### config.mk
export PLATFORM = sky130hd
export DESIGN_NAME = prach_pkt_sched_flat
export DESIGN_NICKNAME = d
export VERILOG_FILES = /design/src/rtl/prach_pkt_sched_if.sv /design/src/rtl/prach_pkt_sched.sv /design/src/flat_wrapper.sv
export SDC_FILE = /design/constraint.sdc
export NUM_CORES = 1
export LEC_CHECK = 0
export CAP_MARGIN = 10
export CORE_UTILIZATION = 45
export CTS_CLUSTER_DIAMETER = 40
export DETAILED_ROUTE_END_ITERATION = 10
export GPL_ROUTABILITY_DRIVEN = 0
export PLACE_DENSITY_LB_ADDON = 0.3
export SLEW_MARGIN = 5
export SYNTH_ARGS = -nofsm -noshare
export SYNTH_HDL_FRONTEND = slang
export SYNTH_SLANG_ARGS = --single-unit
### constraint.sdc
create_clock -name clk_dsp -period 8.9 [get_ports clk_dsp]
set_clock_uncertainty 0.15 [all_clocks]
set_input_delay 0.89 -clock clk_dsp [delete_from_list [all_inputs] [get_ports clk_dsp]]
set_output_delay 0.89 -clock clk_dsp [all_outputs]
set_load 0.01 [all_outputs]
### src/rtl/prach_pkt_sched_if.sv
// Bundle of the scheduler's request/ack, result-RAM read and Avalon-ST source signals.
// master = scheduler side, slave = environment (buffers, RAM, framer) side.
interface prach_pkt_sched_if #(
  parameter int N_REQ  = 24,
  parameter int LEN_W  = 12,
  parameter int DATA_W = 32
);
  logic [LEN_W-1:0]  ctrl_pkt_len;
  logic [N_REQ-1:0]  req_valid;
  logic [N_REQ-1:0]  req_ack;
  logic              rd_en;
  logic [4:0]        rd_sel;
  logic [LEN_W-1:0]  rd_addr;
  logic [DATA_W-1:0] rd_data;
  logic [DATA_W-1:0] avst_source_data;
  logic              avst_source_valid;
  logic [15:0]       avst_source_channel;
  logic              avst_source_startofpacket;
  logic              avst_source_endofpacket;
  logic              avst_source_ready;

  // Avalon-ST, ready latency 0: a beat transfers on a rising edge where valid && ready;
  // while valid && !ready the source holds data, channel, sop and eop unchanged.
  modport master (
    input  ctrl_pkt_len, req_valid, rd_data, avst_source_ready,
    output req_ack, rd_en, rd_sel, rd_addr, avst_source_data, avst_source_valid,
           avst_source_channel, avst_source_startofpacket, avst_source_endofpacket
  );

  modport slave (
    output ctrl_pkt_len, req_valid, rd_data, avst_source_ready,
    input  req_ack, rd_en, rd_sel, rd_addr, avst_source_data, avst_source_valid,
           avst_source_channel, avst_source_startofpacket, avst_source_endofpacket
  );
endinterface

### src/rtl/prach_pkt_sched.sv
// Round-robin drain of PRACH result buffers onto one Avalon-ST source, with a skid FIFO absorbing RAM latency.
// Optional feature macro PRACH_PKT_HDR_EN: prefix each packet with a {4'h0, len, channel} header beat.
module prach_pkt_sched #(
  parameter int N_REQ  = 24,
  parameter int LEN_W  = 12,
  parameter int DATA_W = 32,
  parameter int RD_LAT = 2,
  parameter int FIFO_D = 4
) (
  input  logic                         clk_dsp,
  input  logic                         rst_dsp,
  prach_pkt_sched_if.master            bus,
  output logic [1:0]                   o_dbg_state,
  output logic [$clog2(FIFO_D+1)-1:0]  o_dbg_fifo_cnt
);
  localparam int SEL_W = 5;
  localparam int PTR_W = $clog2(FIFO_D);
  localparam int CNT_W = $clog2(FIFO_D+1);
  localparam int WRD_W = DATA_W + 2;

  typedef enum logic [1:0] {S_IDLE, S_RUN, S_DRAIN, S_ACK} state_t;

  state_t             r_state, w_state_nxt;
  logic [SEL_W-1:0]   r_rr_ptr, r_grant, w_gnt;
  logic               w_gnt_vld, w_grant_go, w_rd_en, w_last_addr, w_smp_sop;
  logic [LEN_W-1:0]   r_len, r_addr;
  logic [RD_LAT-1:0]  r_pv, r_ps, r_pe;
  int                 w_inflight;
  logic [WRD_W-1:0]   r_mem [FIFO_D];
  logic [PTR_W-1:0]   r_wr_ptr, r_rd_ptr;
  logic [CNT_W-1:0]   r_cnt;
  logic               w_push, w_pop, w_empty, w_hdr_push;
  logic [WRD_W-1:0]   w_wr_word, w_head, w_hdr_word;

  // First requester at or after rr_ptr+1 (wrapping); lowest offset wins since it is assigned last.
  always_comb begin
    int j;
    j         = 0;
    w_gnt_vld = 1'b0;
    w_gnt     = '0;
    for (int k = N_REQ; k >= 1; k--) begin
      j = (int'(r_rr_ptr) + k) % N_REQ;
      if (bus.req_valid[SEL_W'(j)]) begin
        w_gnt_vld = 1'b1;
        w_gnt     = SEL_W'(j);
      end
    end
  end

  always_comb begin
    w_inflight = 0;
    for (int i = 0; i < RD_LAT; i++) w_inflight += int'(r_pv[i]);
  end

  assign w_last_addr = (r_addr == r_len - LEN_W'(1));
  assign w_empty     = (r_cnt == '0);
  assign w_pop       = !w_empty && bus.avst_source_ready;
  assign w_head      = r_mem[r_rd_ptr];

`ifdef PRACH_PKT_HDR_EN
  assign w_hdr_push = w_grant_go;
  assign w_hdr_word = {DATA_W'({4'h0, bus.ctrl_pkt_len, 16'(w_gnt)}), 1'b1, 1'b0};
  assign w_smp_sop  = 1'b0;
`else
  assign w_hdr_push = 1'b0;
  assign w_hdr_word = '0;
  assign w_smp_sop  = (r_addr == '0);
`endif

  // Reads are only issued while every outstanding beat is guaranteed a FIFO slot.
  always_comb begin
    w_state_nxt = r_state;
    w_grant_go  = 1'b0;
    w_rd_en     = 1'b0;
    case (r_state)
      S_IDLE: begin
        if (w_gnt_vld && (bus.ctrl_pkt_len != '0)) begin
          w_grant_go  = 1'b1;
          w_state_nxt = S_RUN;
        end
      end
      S_RUN: begin
        if ((int'(r_cnt) + w_inflight) < FIFO_D) begin
          w_rd_en = 1'b1;
          if (w_last_addr) w_state_nxt = S_DRAIN;
        end
      end
      S_DRAIN: if (w_pop && w_head[0]) w_state_nxt = S_ACK;
      S_ACK:   w_state_nxt = S_IDLE;
      default: w_state_nxt = S_IDLE;
    endcase
  end

  always_ff @(posedge clk_dsp) begin
    if (rst_dsp) begin
      r_state  <= S_IDLE;
      r_rr_ptr <= SEL_W'(N_REQ - 1);
      r_grant  <= '0;
      r_len    <= '0;
      r_addr   <= '0;
      r_pv     <= '0;
      r_ps     <= '0;
      r_pe     <= '0;
    end else begin
      r_state <= w_state_nxt;
      if (w_grant_go) begin
        r_grant  <= w_gnt;
        r_rr_ptr <= w_gnt;
        r_len    <= bus.ctrl_pkt_len;
        r_addr   <= '0;
      end else if (w_rd_en) begin
        r_addr <= r_addr + LEN_W'(1);
      end
      r_pv <= (r_pv << 1) | RD_LAT'(w_rd_en);
      r_ps <= (r_ps << 1) | RD_LAT'(w_rd_en && w_smp_sop);
      r_pe <= (r_pe << 1) | RD_LAT'(w_rd_en && w_last_addr);
    end
  end

  // The header is only pushed at grant, when the pipe is empty, so the two writers never collide.
  assign w_push    = r_pv[RD_LAT-1] || w_hdr_push;
  assign w_wr_word = w_hdr_push ? w_hdr_word
                                : {bus.rd_data, r_ps[RD_LAT-1], r_pe[RD_LAT-1]};

  always_ff @(posedge clk_dsp) begin
    if (rst_dsp) begin
      r_wr_ptr <= '0;
      r_rd_ptr <= '0;
      r_cnt    <= '0;
    end else begin
      if (w_push) r_wr_ptr <= (r_wr_ptr == PTR_W'(FIFO_D-1)) ? '0 : r_wr_ptr + PTR_W'(1);
      if (w_pop)  r_rd_ptr <= (r_rd_ptr == PTR_W'(FIFO_D-1)) ? '0 : r_rd_ptr + PTR_W'(1);
      r_cnt <= r_cnt + CNT_W'(w_push) - CNT_W'(w_pop);
    end
  end

  always_ff @(posedge clk_dsp) begin
    if (w_push) r_mem[r_wr_ptr] <= w_wr_word;
  end

  always_comb begin
    bus.req_ack = '0;
    if (r_state == S_ACK) bus.req_ack[r_grant] = 1'b1;
  end

  // Head fields are masked when empty so stale RAM words never leak onto the bus.
  assign bus.rd_en                     = w_rd_en;
  assign bus.rd_sel                    = r_grant;
  assign bus.rd_addr                   = r_addr;
  assign bus.avst_source_valid         = !w_empty;
  assign bus.avst_source_data          = w_empty ? '0 : w_head[WRD_W-1:2];
  assign bus.avst_source_startofpacket = !w_empty && w_head[1];
  assign bus.avst_source_endofpacket   = !w_empty && w_head[0];
  assign bus.avst_source_channel       = w_empty ? 16'h0 : 16'(r_grant);
  assign o_dbg_state                   = r_state;
  assign o_dbg_fifo_cnt                = r_cnt;
endmodule
### src/flat_wrapper.sv
// flat-port wrapper written by rule: the top's interface ports become plain ports
module prach_pkt_sched_flat 
#(
  parameter int N_REQ  = 24,
  parameter int LEN_W  = 12,
  parameter int DATA_W = 32,
  parameter int RD_LAT = 2,
  parameter int FIFO_D = 4
)
  (clk_dsp, rst_dsp, o_dbg_state, o_dbg_fifo_cnt, bus_ctrl_pkt_len, bus_req_valid, bus_rd_data, bus_avst_source_ready, bus_req_ack, bus_rd_en, bus_rd_sel, bus_rd_addr, bus_avst_source_data, bus_avst_source_valid, bus_avst_source_channel, bus_avst_source_startofpacket, bus_avst_source_endofpacket);
  prach_pkt_sched_if #(.N_REQ(N_REQ), .LEN_W(LEN_W), .DATA_W(DATA_W)) bus_i ();
  input  logic clk_dsp;
  input  logic rst_dsp;
  output logic [1:0] o_dbg_state;
  output logic [$clog2(FIFO_D+1)-1:0] o_dbg_fifo_cnt;
  input wire logic [$bits(bus_i.ctrl_pkt_len)-1:0] bus_ctrl_pkt_len;
  input wire logic [$bits(bus_i.req_valid)-1:0] bus_req_valid;
  input wire logic [$bits(bus_i.rd_data)-1:0] bus_rd_data;
  input wire logic [$bits(bus_i.avst_source_ready)-1:0] bus_avst_source_ready;
  output wire logic [$bits(bus_i.req_ack)-1:0] bus_req_ack;
  output wire logic [$bits(bus_i.rd_en)-1:0] bus_rd_en;
  output wire logic [$bits(bus_i.rd_sel)-1:0] bus_rd_sel;
  output wire logic [$bits(bus_i.rd_addr)-1:0] bus_rd_addr;
  output wire logic [$bits(bus_i.avst_source_data)-1:0] bus_avst_source_data;
  output wire logic [$bits(bus_i.avst_source_valid)-1:0] bus_avst_source_valid;
  output wire logic [$bits(bus_i.avst_source_channel)-1:0] bus_avst_source_channel;
  output wire logic [$bits(bus_i.avst_source_startofpacket)-1:0] bus_avst_source_startofpacket;
  output wire logic [$bits(bus_i.avst_source_endofpacket)-1:0] bus_avst_source_endofpacket;
  assign bus_i.ctrl_pkt_len = bus_ctrl_pkt_len;
  assign bus_i.req_valid = bus_req_valid;
  assign bus_i.rd_data = bus_rd_data;
  assign bus_i.avst_source_ready = bus_avst_source_ready;
  assign bus_req_ack = bus_i.req_ack;
  assign bus_rd_en = bus_i.rd_en;
  assign bus_rd_sel = bus_i.rd_sel;
  assign bus_rd_addr = bus_i.rd_addr;
  assign bus_avst_source_data = bus_i.avst_source_data;
  assign bus_avst_source_valid = bus_i.avst_source_valid;
  assign bus_avst_source_channel = bus_i.avst_source_channel;
  assign bus_avst_source_startofpacket = bus_i.avst_source_startofpacket;
  assign bus_avst_source_endofpacket = bus_i.avst_source_endofpacket;
  prach_pkt_sched #(.N_REQ(N_REQ), .LEN_W(LEN_W), .DATA_W(DATA_W), .RD_LAT(RD_LAT), .FIFO_D(FIFO_D)) u_core (.clk_dsp(clk_dsp), .rst_dsp(rst_dsp), .bus(bus_i), .o_dbg_state(o_dbg_state), .o_dbg_fifo_cnt(o_dbg_fifo_cnt));
endmodule
* After elaboration in Yosys (flattened, before gate mapping)
Memory sizes are Yosys's and may differ from the RTL's. A register that Yosys moved wholly into a read port is not among the register bits.
Index checks and enable logic that the tools add are counted.
** Cells by class
- Equal/unequal tests :: 10
- Reduce and logical (&&, ||, !) cells :: 15
- $lt $le $gt $ge :: 27
- Divide/modulo/power cells :: 24
- Add/subtract/negate cells :: 32
- Bitwise gates (word level) :: 3
- Mux-type cells :: 140
** Operator list (number)
- 32-bit by 6-bit remainder unit with 32-bit output (second input constant) :: 24
- 5-bit by 7-bit < comparator with 1-bit output (second input constant) :: 24
- 5-bit 2-to-1 mux :: 25
- 1-bit binary-select mux with 5-bit select :: 24
- 1-bit 2-to-1 mux :: 79
- 5-bit by 5-bit adder with 6-bit output (second input constant) :: 9
- 5-bit by 4-bit adder with 6-bit output (second input constant) :: 8
- 4-bit by 32-bit adder with 32-bit output :: 1
- 32-bit by 4-bit < comparator with 1-bit output (second input constant) :: 1
- 32-bit 2-to-1 mux :: 1
- 5-bit by 3-bit adder with 6-bit output (second input constant) :: 4
- 24-bit 2-to-1 mux :: 1
- 2-bit 2-to-1 mux :: 8
- 12-bit by 1-bit adder with 12-bit output (second input constant) :: 1
- 5-bit by 2-bit adder with 6-bit output (second input constant) :: 2
- 12-bit equality test :: 1
- 12-bit logical NOT :: 1
- 12-bit nonzero test :: 1
- 12-bit by 1-bit subtractor with 12-bit output (second input constant) :: 1
- 2-bit equality test (second input constant) :: 4
- 1-bit logical AND :: 8
- 2-bit by 1-bit != test with 1-bit output (second input constant) :: 4
- 2-bit case mux with 4 select lines :: 1
- 5-bit by 1-bit adder with 6-bit output (second input constant) :: 1
- 14 further kinds :: 17
** Storage, ports and cells
- Input bits :: 71
- Memories kept :: 1
- Register bits after elaboration :: 49
- Word-level logic and storage cells :: 263
- RAM bits :: 136
** Memories
- u_core.r_mem :: words 4, bits a word 34, read ports 1, clocked after memory_dff 1, wr ports 1, RTL line prach_pkt_sched.sv:29 : logic [WRD_W-1:0] r_mem [FIFO_D];

* Depth between registers and ports, before layout
Gate-level depths: netlist of run 1.
- Word-level depth :: 33
- Gate-level depth with buffers :: 24
- Depth with buffers taken out :: 17

* Worst setup path before layout of run 1
Ideal clock, no wire load.
- Kind :: register to register
- Start point :: register, netlist name u_core.bus.rd_sel[3]
- End point :: register u_core.r_rr_ptr[2]
- Path buffers :: 4
- Data arrival time :: 5.519 ns
- Period minus slack after synthesis :: 5.813 ns
- Cell stages (with the launch flop) :: 21
- Setup time :: 0.144 ns
- Path slack :: 3.087 ns
- Path through :: dfxtp_1 inv_1 clkbuf_1 clkbuf_1 buf_1 ha_1 or2b_1 xnor2_1 a21oi_1 ha_1 nor2b_1 nor2_1 o311a_1 or4_1 a31oi_1 nand4_1 or4_4 o21ai_4 buf_8 mux2i_1 o311ai_0
** RTL lines
- end signal: assignment :: RTL line prach_pkt_sched.sv:97 : r_rr_ptr <= SEL_W'(N_REQ - 1);
- end signal: assignment :: RTL line prach_pkt_sched.sv:108 : r_rr_ptr <= w_gnt;
- end: declaration :: RTL line prach_pkt_sched.sv:24 : logic [SEL_W-1:0] r_rr_ptr, r_grant, w_gnt;

* Final worst setup path of run 1
- Start point :: register u_core.r_rr_ptr[4]
- End point :: register u_core.r_addr[3], in the netlist u_core.bus.rd_addr[3]
** On the way
- Word-level cells in the longest chain between the ends :: 33
- Elaborated cells on any way between the ends :: 148
- Classes of those cells :: 24 x add/sub; 24 x div; 98 x mux; 2 x reduce/logical
** Ends and longest elaborated chain
- 5-bit by 5-bit adder with 6-bit output :: RTL line prach_pkt_sched.sv:42 : j = (int'(r_rr_ptr) + k) % N_REQ;
- 32-bit by 6-bit remainder unit with 32-bit output :: RTL line prach_pkt_sched.sv:42
- 1-bit binary-select mux with 5-bit select :: RTL line prach_pkt_sched.sv:43 : if (bus.req_valid[SEL_W'(j)]) begin
- 1-bit 2-to-1 mux (implied by the code) (2 in series) :: RTL line prach_pkt_sched.sv:43
- 1-bit 2-to-1 mux (23 in series) :: RTL line prach_pkt_sched.sv:43
- 1-bit 2-to-1 mux * :: RTL line prach_pkt_sched.sv:43
- 1-bit logical AND * :: RTL line prach_pkt_sched.sv:77 : if (w_gnt_vld && (bus.ctrl_pkt_len != '0)) begin
- 1-bit 2-to-1 mux * :: RTL line prach_pkt_sched.sv:77
- 1-bit 2-to-1 mux * :: RTL line prach_pkt_sched.sv:75 : case (r_state)
- 2-bit OR reduction (no source line) *
- end signal: assignment :: RTL line prach_pkt_sched.sv:112 : r_addr <= r_addr + LEN_W'(1);
- end: declaration :: RTL line prach_pkt_sched.sv:26 : logic [LEN_W-1:0] r_len, r_addr;
Mark *: on every way between the ends. The rest lies on a longest branch, timed or not. The select of a mux whose other input is x is not followed.
A chain may end at the register's enable or synchronous reset.

==> results of run 1 <==
==> Yosys cell counts (24+ instances only) <==
| master | count | area share, % |
|---|---|---|
| xnor2_1 | 45 | 2.6 |
| inv_1 | 69 | 1.7 |
| nand2b_1 | 24 | 0.98 |
| mux4_2 | 63 | 9.2 |
| nor2_1 | 146 | 3.6 |
| o21ai_0 | 63 | 2.1 |
| clkbuf_1 | 32 | 0.78 |
| a21oi_1 | 65 | 2.1 |
| and2_1 | 61 | 2.5 |
| edfxtp_1 | 136 | 27 |
| ha_1 | 64 | 5.2 |
| nor2b_1 | 31 | 1.3 |
| nand3_1 | 53 | 1.7 |
| nor3_1 | 43 | 1.4 |
| nand2_1 | 82 | 2.0 |
| mux2i_1 | 61 | 4.0 |
| dfxtp_1 | 50 | 6.5 |
==> sequential cells by signal, indices dropped and copies added (netlist names), named ones only <==
name,cells
u_core.r_rr_ptr,4
u_core.r_pv,2
u_core.bus.rd_sel,5
u_core.bus.rd_addr,12
u_core.r_rd_ptr,2
u_core.o_dbg_fifo_cnt,3
u_core.r_mem,136
u_core.r_wr_ptr,2
u_core.r_ps,2
u_core.r_pe,2
u_core.r_len,12
u_core.o_dbg_state,2
==> power by group through the flow <==
stage	logic, W	registers [W]	clock network (W)
floorplan	0.00381	0.00107	0
global placement	0.00518	0.00112	0
detailed placement	0.00523	0.00112	0
CTS	0.00525	0.00110	0.000752
global route	0.00580	0.00112	0.000786
finish	0.00540	0.00110	0.000739
==> stage by stage <==
stage / worst slack [ps] / utilization (%) / cell area [sq um]
after floorplan: 3090 / - / 15400
after global placement: 2660 / 51.2 / 17200
after detailed placement: 2500 / 51.2 / 17200
after CTS: 2490 / 53.0 / 17800
after global routing: 1890 / 53.0 / 17800
final: 2440 / 53.0 / 17800
==> metal layers <==
metal	up-vias	GRT usage (%)
met5	-	0
met4	0	10.2
met3	98	5.53
met2	613	40.3
met1	6450	31.9
li1	6287	-
==> worst max-delay path, stage by stage (launching register included) <==
cell	delay, ps
dfxtp_2	840
inv_1	130
ha_1	520
a31oi_1	580
inv_1	150
ha_1	310
nand2b_1	180
nor3_1	240
nor3_1	80
o31a_1	360
nor3_2	470
nand2_1	180
or4_1	460
or4_4	570
o21ai_4	670
nand2_2	320
nor2_1	160
==> final cells by class <==
cell class,count,area (sq um),share of cell area (%)
tap,448,561,3.15
multi-input combinational,1240,9510,53.5
inverter,72,270,1.52
clock buffer,18,429,2.41
antenna,1,2.50,0.0141
clock inverter,14,163,0.915
sequential,186,5090,28.6
timing repair buffer,180,1740,9.81
==> worst min path at each step <==
stage / slack (ps) / end
after floorplan: 260 / u_core.r_pe[1]
after global placement: 300 / u_core.r_pe[1]
after detailed placement: 310 / u_core.r_pe[1]
after CTS: 310 / u_core.r_pe[1]
after global routing: 320 / u_core.r_pe[1]
final: 310 / u_core.r_pe[1]
==> kinds of logic after synthesis <==
| group | count (synthesis) |
|---|---|
| fa+ha+maj | 65 |
| simple gates | 573 |
| flops | 186 |
| xor+xnor | 63 |
| compound gates | 387 |
| other cells | 1 |
| buf+inv | 167 |
| mux | 141 |
==> Implementation_results.wiki, run 1 <==
{| class="wikitable"
! Metric !! Value
|-
| Drt total wl || 44.0 mm
|-
| Highest routed layer || met4
|-
| Global-route wire length before repair || slightly below 70 mm
|-
| Worst vdd rail ir drop || 0.000274 V
|-
| CP arrival || between 6000 and 7000 ps
|-
| Worst R2R Start || u_core.r_rr_ptr[4]
|-
| Number of remaining DRC errors || 0
|-
| Vertical extent of the die || 187 um
|-
| Number of library cell types mapped by synthesis || 103
|-
| Post-CTS clock slew at the launch and capture registers of the worst setup and hold paths || around 80 ps
|-
| Final cycle utilization of the critical path || 72.6%
|-
| Setup slack of the most critical reg-to-reg path || between 2000 and 2500 ps
|-
| Worst slack on hold paths || 308 ps
|-
| Number of vias per cell || 6.23
|-
| Commonest non-fill, non-tap cell in the layout || clkdlybuf4s50_1
|-
| Sw frac || between 50% and 60%
|-
| PD cells || 408 nW/um^2
|-
| Most frequent cells in the layout || clkdlybuf4s50_1, nor2_1, edfxtp_1
|-
| Floorplan die width || 187 um
|-
| Clock power share || 10.2%
|-
| Number of buffers inserted for hold repair after clock tree synthesis || 0
|-
| Data required time at the worst endpoint || 9120 ps
|-
| Flop and latch count out of synthesis || 186
|-
| Area fraction in and, or, nand and nor cells after synthesis || 19.6%
|-
| 1st-pass router iterations || 6
|-
| Worst-margin pin slew || 1080 ps
|-
| Number of antenna violations at the first check in global routing || 1
|-
| Number of enable-type register cells in the synthesized netlist || 136
|-
| Share of power burned in registers || 15.2%
|-
| Violation count after the first detailed-route iteration || 1216
|-
| Cell depth of the worst flop-to-flop path || 16
|-
| Post-synthesis cell area || 15400 sq um
|-
| Post-CTS sizing || 0
|-
| Final Max Tran Viols || 0
|-
| Skew-Pair Late Insertion Delay || roughly 430 ps
|-
| Cell count after placement || ~2100
|-
| Total net switching power || about 0.0038 W
|-
| Final Hold Violating Endpoints || 0
|-
| Summed negative setup slack over all endpoints || 0 ps
|-
| Highest clock frequency the design can meet || around 150 MHz
|-
| Final Instance Count excl. Fillers || roughly 2200
|-
| RSZ-0062 raised after global routing || false
|-
| Static Leak || ~6.3 nW
|-
| Cell internal power dissipation || 0.00346 W
|-
| Total I/O pin count || approximately 170
|-
| Source of the critical timing path || u_core.r_rr_ptr[4]
|-
| Final-stage net count || around 1800
|-
| Starting density of the core || 45.8%
|-
| Final setup violation count || 0
|-
| Largest family of logic cells by synthesized area || simple AND/OR/NAND/NOR gates
|-
| Detail Placement HPWL || 32.4 mm
|-
| Sum of overflow across all layers after global routing || 0
|-
| Startpoint of the worst hold path || u_core.r_pe[0]
|-
| M1 WL || 18.2 mm
|-
| Post-synthesis instance total || 1583
|-
| Largest fanout of any net on the critical path || 38
|-
| Core area || 33500 sq um
|-
| Slew HR || roughly 28%
|-
| Critical path startpoint category || flip-flop
|-
| Adder and majority gate portion of the synthesized area || 5.34%
|-
| Max clock buf depth || 2
|-
| Deepest level of the CTS H-tree || 4
|-
| Final Total Pwr || 0.00725 W
|-
| Number of vias after detailed routing || 13400
|-
| Mean Syn Cell Area || 9.71 sq um
|-
| Quantity of I/O buffers inserted on ports || ~160
|-
| Remaining antenna violation count after routing || 0
|-
| Clock tree from TritonCTS || yes
|-
| Type of the tightest min-delay check || reg2reg
|-
| Ratio of cells with drive above 1 in the final layout || 11.2%
|-
| Met3 wire len || 3.44 mm
|-
| Critical path endpoint category || flip-flop
|-
| Share of the yosys chip area belonging to registers || 33.1%
|-
| Sinks on the clock net || 186
|-
| Final critical-path required period || 6460 ps
|-
| Capturing point of the worst reg2reg path || u_core.bus.rd_addr[3]
|-
| Critical path capture point || u_core.bus.rd_addr[3]
|-
| Post-CTS repair timing setup buffer count || 0
|-
| Most frequently used flop master after synthesis || edfxtp_1
|-
| Standard-cell rows || 67
|-
| Maximum number of pins on one net before global-route repair || 40
|-
| Xor/xnor share of the synthesized area || under 10%
|-
| Clock buffers created by TritonCTS || 17
|-
| Maximum capacitance violations || 0
|-
| Area delta synth->final || 15.7%
|-
| Cell at the root of the clock tree || clkbuf_16
|-
| Share of power burned in combinational logic || 74.6%
|-
| Critical path start-end classification || reg2reg
|-
| Multiplexer share of the synthesized area || 14.5%
|-
| Yosys warns || 0
|-
| Post-synthesis async set-or-reset flop share || 0%
|-
| Routed met2 length || 20.8 mm
|-
| Cells on Worst Hold Path || 1
|-
| Status || finished clean
|-
| Fill cells || 3004
|-
| Average wire length per cell after detail routing || between 20 and 25 um
|-
| Compound-cell area share of the yosys netlist || 18.5%
|-
| Overall Global Routing Usage || 24.8%
|-
| Vias in the first global route || 12600
|-
| Die Outline Area || 34900 sq um
|}
No activity file was read; power rests on OpenSTA's default activity.
==> run 2: changes to the inputs <==
- clock period: 8.9 -> 6.15 ns (I/O delays scaled with it)
==> run 2 against run 1 <==
  * Worst hold slack improved by 8.4 ps
  * Clock power increased by 52%
  * Register-to-register slack got worse by 1900 ps
==> Implementation_results.wiki, run 2 (synthesized netlist as in run 1, its figures left out) <==
{| class="wikitable"
! Metric !! Value
|-
| Summed negative setup slack over all endpoints || 0 ps (unchanged)
|-
| Vias in the first global route || 13200 (+4.2%)
|-
| Max clock buf depth || 2 (unchanged)
|-
| Source of the critical timing path || u_core.bus.rd_sel[3]
|-
| Quantity of I/O buffers inserted on ports || 157 (unchanged)
|-
| Total area of sequential cells || 5090 sq um (unchanged)
|-
| Cell internal power dissipation || 0.00522 W (+51%)
|-
| Ratio of cells with drive above 1 in the final layout || 12.7% (+1.5 points)
|-
| Total net switching power || 0.00571 W (+51%)
|-
| Clock power share || 10.2% (about the same)
|-
| Clock tree from TritonCTS || yes
|-
| Status || finished clean
|-
| Remaining antenna violation count after routing || 0 (unchanged)
|-
| Number of vias per cell || 6.32 (+1.5%)
|-
| Number of buffers inserted for hold repair after clock tree synthesis || 0 (unchanged)
|-
| 1st-pass router iterations || 6 (unchanged)
|-
| Post-CTS repair timing setup buffer count || 0 (unchanged)
|-
| Worst R2R Start || u_core.bus.rd_sel[3]
|-
| Global-route wire length before repair || 71.8 mm (+4.0%)
|-
| Capturing point of the worst reg2reg path || u_core.bus.rd_addr[1]
|-
| Violation count after the first detailed-route iteration || 1308 (+7.6%)
|-
| Final-stage net count || 1863 (+1.6%)
|-
| Critical path capture point || u_core.bus.rd_addr[1]
|-
| Highest clock frequency the design can meet || 177 MHz (+14%)
|-
| Cell at the slowest stage of the critical path || or4_4
|-
| CP max stage delay || 690 ps (-150 ps)
|-
| Share of power burned in combinational logic || 75.6% (+1.0 points)
|-
| Critical path startpoint category || flip-flop
|-
| Static Leak || 6.46 nW (+2.5%)
|-
| Worst vdd rail ir drop || 0.000316 V (+16%)
|-
| Data required time at the worst endpoint || 6360 ps (-2760 ps)
|-
| Cell depth of the worst flop-to-flop path || 16 (unchanged)
|-
| Critical path endpoint category || flip-flop
|-
| Total I/O pin count || 169 (unchanged)
|-
| Number of remaining DRC errors || 0 (unchanged)
|-
| Diode count || 0 (-1)
|-
| Reg with most FFs || u_core.r_mem
|-
| Final core utilization || 53.8% (+0.79 points)
|-
| Maximum capacitance violations || 0 (unchanged)
|-
| Maximum number of pins on one net before global-route repair || 60 (+50%)
|-
| Floorplan die width || 187 um (unchanged)
|-
| Standard-cell rows || 67 (unchanged)
|-
| Final Hold Violating Endpoints || 0 (unchanged)
|-
| Final Max Tran Viols || 0 (unchanged)
|-
| PD cells || 606 nW/um^2 (+49%)
|-
| Die Outline Area || 34900 sq um (unchanged)
|-
| Most frequent cells in the layout || clkdlybuf4s50_1, nor2_1, edfxtp_1
|-
| Sum of overflow across all layers after global routing || 0 (unchanged)
|-
| Number of antenna violations at the first check in global routing || 0 (-1)
|-
| Post-CTS sizing || 0 (unchanged)
|-
| Slew HR || 31.1% (+3.1 points)
|-
| Critical path start-end classification || reg2reg
|-
| Commonest non-fill, non-tap cell in the layout || clkdlybuf4s50_1
|-
| Number of vias after detailed routing || 13800 (+2.8%)
|-
| Post-CTS clock slew at the launch and capture registers of the worst setup and hold paths || 70 ps (about the same)
|-
| Largest fanout of any net on the critical path || 59 (+55%)
|-
| Final critical-path required period || 5640 ps (-817 ps)
|-
| Area of combinational cells with multiple inputs || 9510 sq um (unchanged)
|-
| Type of the tightest min-delay check || reg2reg
|-
| Share of power burned in registers || 14.2% (-1.0 points)
|-
| Deepest level of the CTS H-tree || 4 (unchanged)
|-
| Cell count after placement || 2156 (+1.4%)
|-
| Area delta synth->final || 17.4%
|-
| Setup slack of the most critical reg-to-reg path || 510 ps (-1930 ps)
|-
| Clock buffers created by TritonCTS || 17 (unchanged)
|-
| Vertical extent of the die || 187 um (unchanged)
|-
| Drt total wl || 45.7 mm (+3.8%)
|-
| Average wire length per cell after detail routing || 20.9 um (+2.5%)
|-
| Final cycle utilization of the critical path || 91.7% (+19 points)
|-
| Cell at the root of the clock tree || clkbuf_16
|-
| Starting density of the core || 45.8% (unchanged)
|-
| Sw frac || 52.2% (-0.11 points)
|-
| Worst path cell trace || buf_12 -> ha_1 -> buf_4 -> a21oi_4 -> xnor2_1 -> nor2_1 -> ha_1 -> o31ai_1 -> a21oi_1 -> o21ai_0 -> nand3_1 -> or4_4 -> o21ai_4 -> buf_4 -> nand2_2 -> nor2_1
|-
| CP arrival || 5850 ps (-830 ps)
|-
| Detail Placement HPWL || 33.6 mm (+3.7%)
|-
| Largest register FFs || 136 (unchanged)
|-
| RSZ-0062 raised after global routing || false
|-
| Worst-margin pin slew || 1020 ps (-54.6 ps)
|-
| Sinks on the clock net || 186 (unchanged)
|-
| Overall Global Routing Usage || 25.8% (+0.96 points)
|-
| Core area || 33500 sq um (unchanged)
|-
| Fill cells || 2995 (-0.30%)
|-
| Skew-Pair Late Insertion Delay || 430 ps (about the same)
|-
| Final Instance Count excl. Fillers || 2188 (+1.3%)
|-
| Final setup violation count || 0 (unchanged)
|}
run 2: changes by cell type in the layout (fill, tap and decap cells not counted), sizes merged:
| cell | delta |
|---|---|
| clkinv | +1 |
| diode | -1 |
| bufinv | +1 |
| buf | +30 |
| inv | -2 |
run 2: cell type report:
| class | count | share of cell area, % |
|---|---|---|
| inverters | 72 | 1.50 |
| repair buffers | 210 | 11.0 |
| flip-flops and latches | 186 | 28.2 |
| multi-input cells | 1240 | 52.7 |
| clock buffers | 18 | 2.38 |
| well taps | 448 | 3.11 |
| clock inverters | 14 | 1.08 |
run 2: worst min-delay path by stage:
stage                         startpoint             end  slack, ps  cells past startpoint
after floorplan           u_core.r_pe[0]  u_core.r_pe[1]        260                      1
after global placement    u_core.r_pe[0]  u_core.r_pe[1]        280                      1
after detailed placement  u_core.r_pe[0]  u_core.r_pe[1]        280                      1
after CTS                 u_core.r_pe[0]  u_core.r_pe[1]        310                      1
after global routing      u_core.r_pe[0]  u_core.r_pe[1]        330                      1
final                     u_core.r_pe[0]  u_core.r_pe[1]        320                      1
run 2: power groups by stage:
stage | logic [W] | clock network [W] | registers (W)
floorplan | 0.00551 | 0 | 0.00155
global placement | 0.00783 | 0 | 0.00157
detailed placement | 0.00790 | 0 | 0.00158
CTS | 0.00794 | 0.00114 | 0.00155
global route | 0.00876 | 0.00120 | 0.00157
finish | 0.00826 | 0.00112 | 0.00155
run 2: worst max-delay path, delay by kind of cell, from the launching register on:
| kind | cells | cell delay (ps) |
|---|---|---|
| adders and majority gates | 2 | 610 |
| xor gates and xnor gates | 1 | 370 |
| DFF | 1 | 350 |
| buffers and inverters | 3 | 930 |
| AOI/OAI and AO/OA | 5 | 1490 |
| and+or+nand+nor | 5 | 1630 |
run 2: metrics by stage:
stage / hold WS (ps) / worst slack (ps) / cell area (sq um) / power, W
after global placement: 277 / 757 / 17400 / 0.00941
after detailed placement: 283 / 679 / 17400 / 0.00948
after CTS: 310 / 668 / 18000 / 0.0106
final: 316 / 510 / 18000 / 0.0109
after floorplan: 264 / 337 / 15400 / 0.00707
after global routing: 327 / 217 / 18000 / 0.0115
run 2: per-layer routing:
layer,GRT usage (%),share of wire (%),vias to the layer above
li1,-,-,6341
met1,33.2,41,6599
met2,42.5,46,729
met3,4.10,7.9,161
met4,11.9,4.6,0
met5,0,0,-
==> run 3: changes to the inputs <==
- ABC_AREA: default -> 1
- DONT_BUFFER_PORTS: default -> 1
- GPL_TIMING_DRIVEN: default -> 0
==> run 3 against run 2 <==
  * Via count fell by 7.1%
  * First-iteration DRC count is 8.1% lower
  * Setup slack improved by 0.73 ps
  * Die area decreased by 11%
  * Maximum frequency hardly changed
  * Sequential cell count is the same
  * Worst hold slack lost 200 ps
  * Highest routed layer unchanged
  * Sequential share of layout area rose by 6.1 points
  * Clock-buffer cell count fell by 1
  * Largest cell class unchanged
==> Implementation_results.wiki, run 3 <==
{| class="wikitable"
! Metric !! Value
|-
| Final critical-path required period || 5640 ps (-0.733 ps)
|-
| Number of enable-type register cells in the synthesized netlist || 136 (unchanged)
|-
| Number of buffer and inverter instances along the worst setup path || 6 (+3)
|-
| Top post-synthesis cells by count || nand2_1, nor2_1, inv_1, o21ai_0, a21oi_1
|-
| CP max stage delay || 460 ps (-230 ps)
|-
| Mean Syn Cell Area || 7.06 sq um (-27%)
|-
| Maximum capacitance violations || 0 (unchanged)
|-
| Most frequent cells in the layout || nand2_1, nor2_1, inv_1
|-
| Most frequently used flop master after synthesis || edfxtp_1
|-
| Setup slack of the most critical reg-to-reg path || 510 ps (about the same)
|-
| Fill cells || 2925 (-2.3%)
|-
| Number of library cell types mapped by synthesis || 61 (-41%)
|-
| Worst-margin pin slew || 846 ps (-179 ps)
|-
| Yosys warns || 0 (unchanged)
|-
| Vertical extent of the die || 176 um (-5.7%)
|-
| Largest fanout of any net on the critical path || 15 (-75%)
|-
| Dominant delay contributor by cell family on the critical path || simple AND/OR/NAND/NOR gates
|-
| Floorplan die width || 176 um (-5.7%)
|-
| Most repeated cell in the gate-level netlist after synthesis || nand2_1
|-
| Critical path capture point || u_core.r_rr_ptr[4]
|-
| Top cells by area, synth || edfxtp_1, nand2_1, nor2_1
|-
| Starting density of the core || 45.9% (+0.055 points)
|-
| Summed negative setup slack over all endpoints || 0 ps (unchanged)
|-
| Remaining antenna violation count after routing || 0 (unchanged)
|-
| Cell at the root of the clock tree || clkbuf_16
|-
| Flop and latch count out of synthesis || 186 (unchanged)
|-
| Quantity of I/O buffers inserted on ports || 0 (-100%)
|-
| Commonest non-fill, non-tap cell in the layout || nand2_1
|-
| Critical path endpoint category || flip-flop
|-
| Vias in the first global route || 11700 (-11%)
|-
| Final-stage net count || 2098 (+13%)
|-
| Standard-cell rows || 63 (-6.0%)
|-
| Source of the critical timing path || u_core.r_rr_ptr[1]
|-
| Final cycle utilization of the critical path || 91.7% (about the same)
|-
| Data required time at the worst endpoint || 6320 ps (-40 ps)
|-
| Reg with most FFs || u_core.r_mem
|-
| Depth of the critical timing path with buffers and inverters included || 44 (+28)
|-
| Critical path's most frequent cell || nand2_1
|-
| Violation count after the first detailed-route iteration || 1202 (-8.1%)
|-
| Number of remaining DRC errors || 0 (unchanged)
|-
| Max clock buf depth || 2 (unchanged)
|-
| Post-synthesis async set-or-reset flop share || 0% (unchanged)
|-
| Core area || 29700 sq um (-11%)
|-
| Clock buffers created by TritonCTS || 17 (unchanged)
|-
| Ratio of cells with drive above 1 in the final layout || 7.65% (-5.1 points)
|-
| Die Outline Area || 31000 sq um (-11%)
|-
| Deepest level of the CTS H-tree || 4 (unchanged)
|-
| Diode count || 0 (unchanged)
|-
| Sum of overflow across all layers after global routing || 0 (unchanged)
|-
| Status || finished clean
|-
| Largest register FFs || 136 (unchanged)
|-
| Worst R2R Start || u_core.r_rr_ptr[1]
|-
| Highest clock frequency the design can meet || 177 MHz (about the same)
|-
| Clock tree from TritonCTS || yes
|-
| CP arrival || 5810 ps (-40 ps)
|-
| Final Hold Violating Endpoints || 0 (unchanged)
|-
| Number of antenna violations at the first check in global routing || 0 (unchanged)
|-
| Number of buffers inserted for hold repair after clock tree synthesis || 0 (unchanged)
|-
| Detail Placement HPWL || 29.2 mm (-13%)
|-
| Cell type contributing the most total cell area after synthesis || edfxtp_1
|-
| Final Max Tran Viols || 0 (unchanged)
|-
| Post-synthesis instance total || 1931 (+22%)
|-
| Share of the yosys chip area belonging to registers || 37.3% (+4.2 points)
|-
| Post-CTS clock slew at the launch and capture registers of the worst setup and hold paths || 80 ps (about the same)
|-
| Area delta synth->final || 8.67%
|-
| Maximum number of pins on one net before global-route repair || 35 (-42%)
|-
| Number of vias per cell || 5.43 (-14%)
|-
| RSZ-0062 raised after global routing || false
|-
| 1st-pass router iterations || 6 (unchanged)
|-
| Critical path startpoint category || flip-flop
|-
| Cell at the slowest stage of the critical path || dfxtp_4
|-
| Type of the tightest min-delay check || in2reg
|-
| Top-area cell type share of the netlist area || 30.0% (+3.4 points)
|-
| Cell depth of the worst flop-to-flop path || 44 (+28)
|-
| Final setup violation count || 0 (unchanged)
|-
| Skew-Pair Late Insertion Delay || 430 ps (about the same)
|-
| Total I/O pin count || 169 (unchanged)
|-
| Post-synthesis cell area || 13600 sq um (-11%)
|-
| Critical path start-end classification || reg2reg
|-
| Drt total wl || 38.8 mm (-15%)
|-
| Overall Global Routing Usage || 25.1% (-0.68 points)
|-
| Sinks on the clock net || 186 (unchanged)
|-
| Slew HR || 43.6% (+12 points)
|-
| Number of vias after detailed routing || 12900 (-7.1%)
|-
| Global-route wire length before repair || 60.7 mm (-15%)
|-
| Capturing point of the worst reg2reg path || u_core.r_rr_ptr[4]
|-
| Average wire length per cell after detail routing || 16.4 um (-21%)
|}
[run 3: cell count changes after synthesis, moves of 53 or more]
cell     before  now
nand2_1      82  466
nor2_1      146  299
inv_1        69  204
o21ai_0      63  178
a21oi_1      65  142
mux4_2       63    0
and2_1       61    2
mux2i_1      61    8
[run 3: worst register-to-register path, delay by kind of cell, from the launching register on]
kind	cells	cell delay (ps)
DFF	1	460
AOI/OAI and AO/OA	2	670
buffers and inverters	6	1300
and+or+nand+nor	35	2560
adders and majority gates	1	370
[run 3: worst min path at each step]
| stage | from | to | slack, ps | depth (start not counted) |
|---|---|---|---|---|
| after floorplan | u_core.r_pe[0] | u_core.r_pe[1] | 240 | 2 |
| after global routing | bus_rd_data[30] | u_core.r_mem[3][32] | 90 | 0 |
| after global placement | u_core.r_ps[0] | u_core.r_ps[1] | 260 | 2 |
| after CTS | bus_rd_data[22] | u_core.r_mem[2][24] | 100 | 0 |
| final | bus_rd_data[23] | u_core.r_mem[0][25] | 110 | 0 |
| after detailed placement | u_core.r_pe[0] | u_core.r_pe[1] | 260 | 2 |
[run 3: layout make-up]
| type | instances | area [sq um] | share of cell area, % |
|---|---|---|---|
| multi-input combinational | 1447 | 7310 | 49.3 |
| sequential | 186 | 5090 | 34.3 |
| inverter | 234 | 885 | 5.97 |
| tap | 390 | 488 | 3.29 |
| clock buffer | 17 | 425 | 2.87 |
| buffer | 74 | 408 | 2.75 |
| clock inverter | 15 | 196 | 1.33 |
| timing repair buffer | 2 | 15.0 | 0.101 |
[run 3: layer usage]
metal	track usage, %	wire (um)
met2	40.8	17600
met1	32.8	17100
met3	4.48	2780
met4	10.1	1360
met5	0	0
[run 3: repair_timing]
item | CTS | global route
gates resized for setup | 0 | 14
setup buffers | 0 | 2
endpoints found under the hold margin | 0 | 0
setup endpoints to repair | 0 | 9
[run 3: cells by family (layout without fill, tap and decap cells)]
group / Yosys count / in the layout / share of synthesized area (%)
compound gates: 407 / 407 / 16.4
xor+xnor: 36 / 36 / 2.59
fa+ha+maj: 65 / 65 / 6.02
buf+inv: 308 / 342 / 9.38
flops: 186 / 186 / 37.3
mux: 8 / 8 / 0.587
other cells: 1 / 11 / 0.0275
simple gates: 920 / 920 / 27.7
[run 3: per-stage QoR]
step / instance area, sq um / util (%) / instances / hold WS, ps / setup WS (ps)
2_1_floorplan: 13700 / - / 1941 / 238 / 1640
3_3_place_gp: 14200 / 47.6 / 2331 / 259 / 239
3_5_place_dp: 14200 / 47.6 / 2331 / 260 / 182
4_1_cts: 14800 / 49.7 / 2363 / 101 / 160
5_1_grt: 14800 / 49.9 / 2365 / 88.4 / 13.6
6_report: 14800 / 49.9 / 2365 / 114 / 511
Power of run 3 is not shown: default switching activity piles up to over one toggle a cycle in this logic, so the estimate is an artifact.
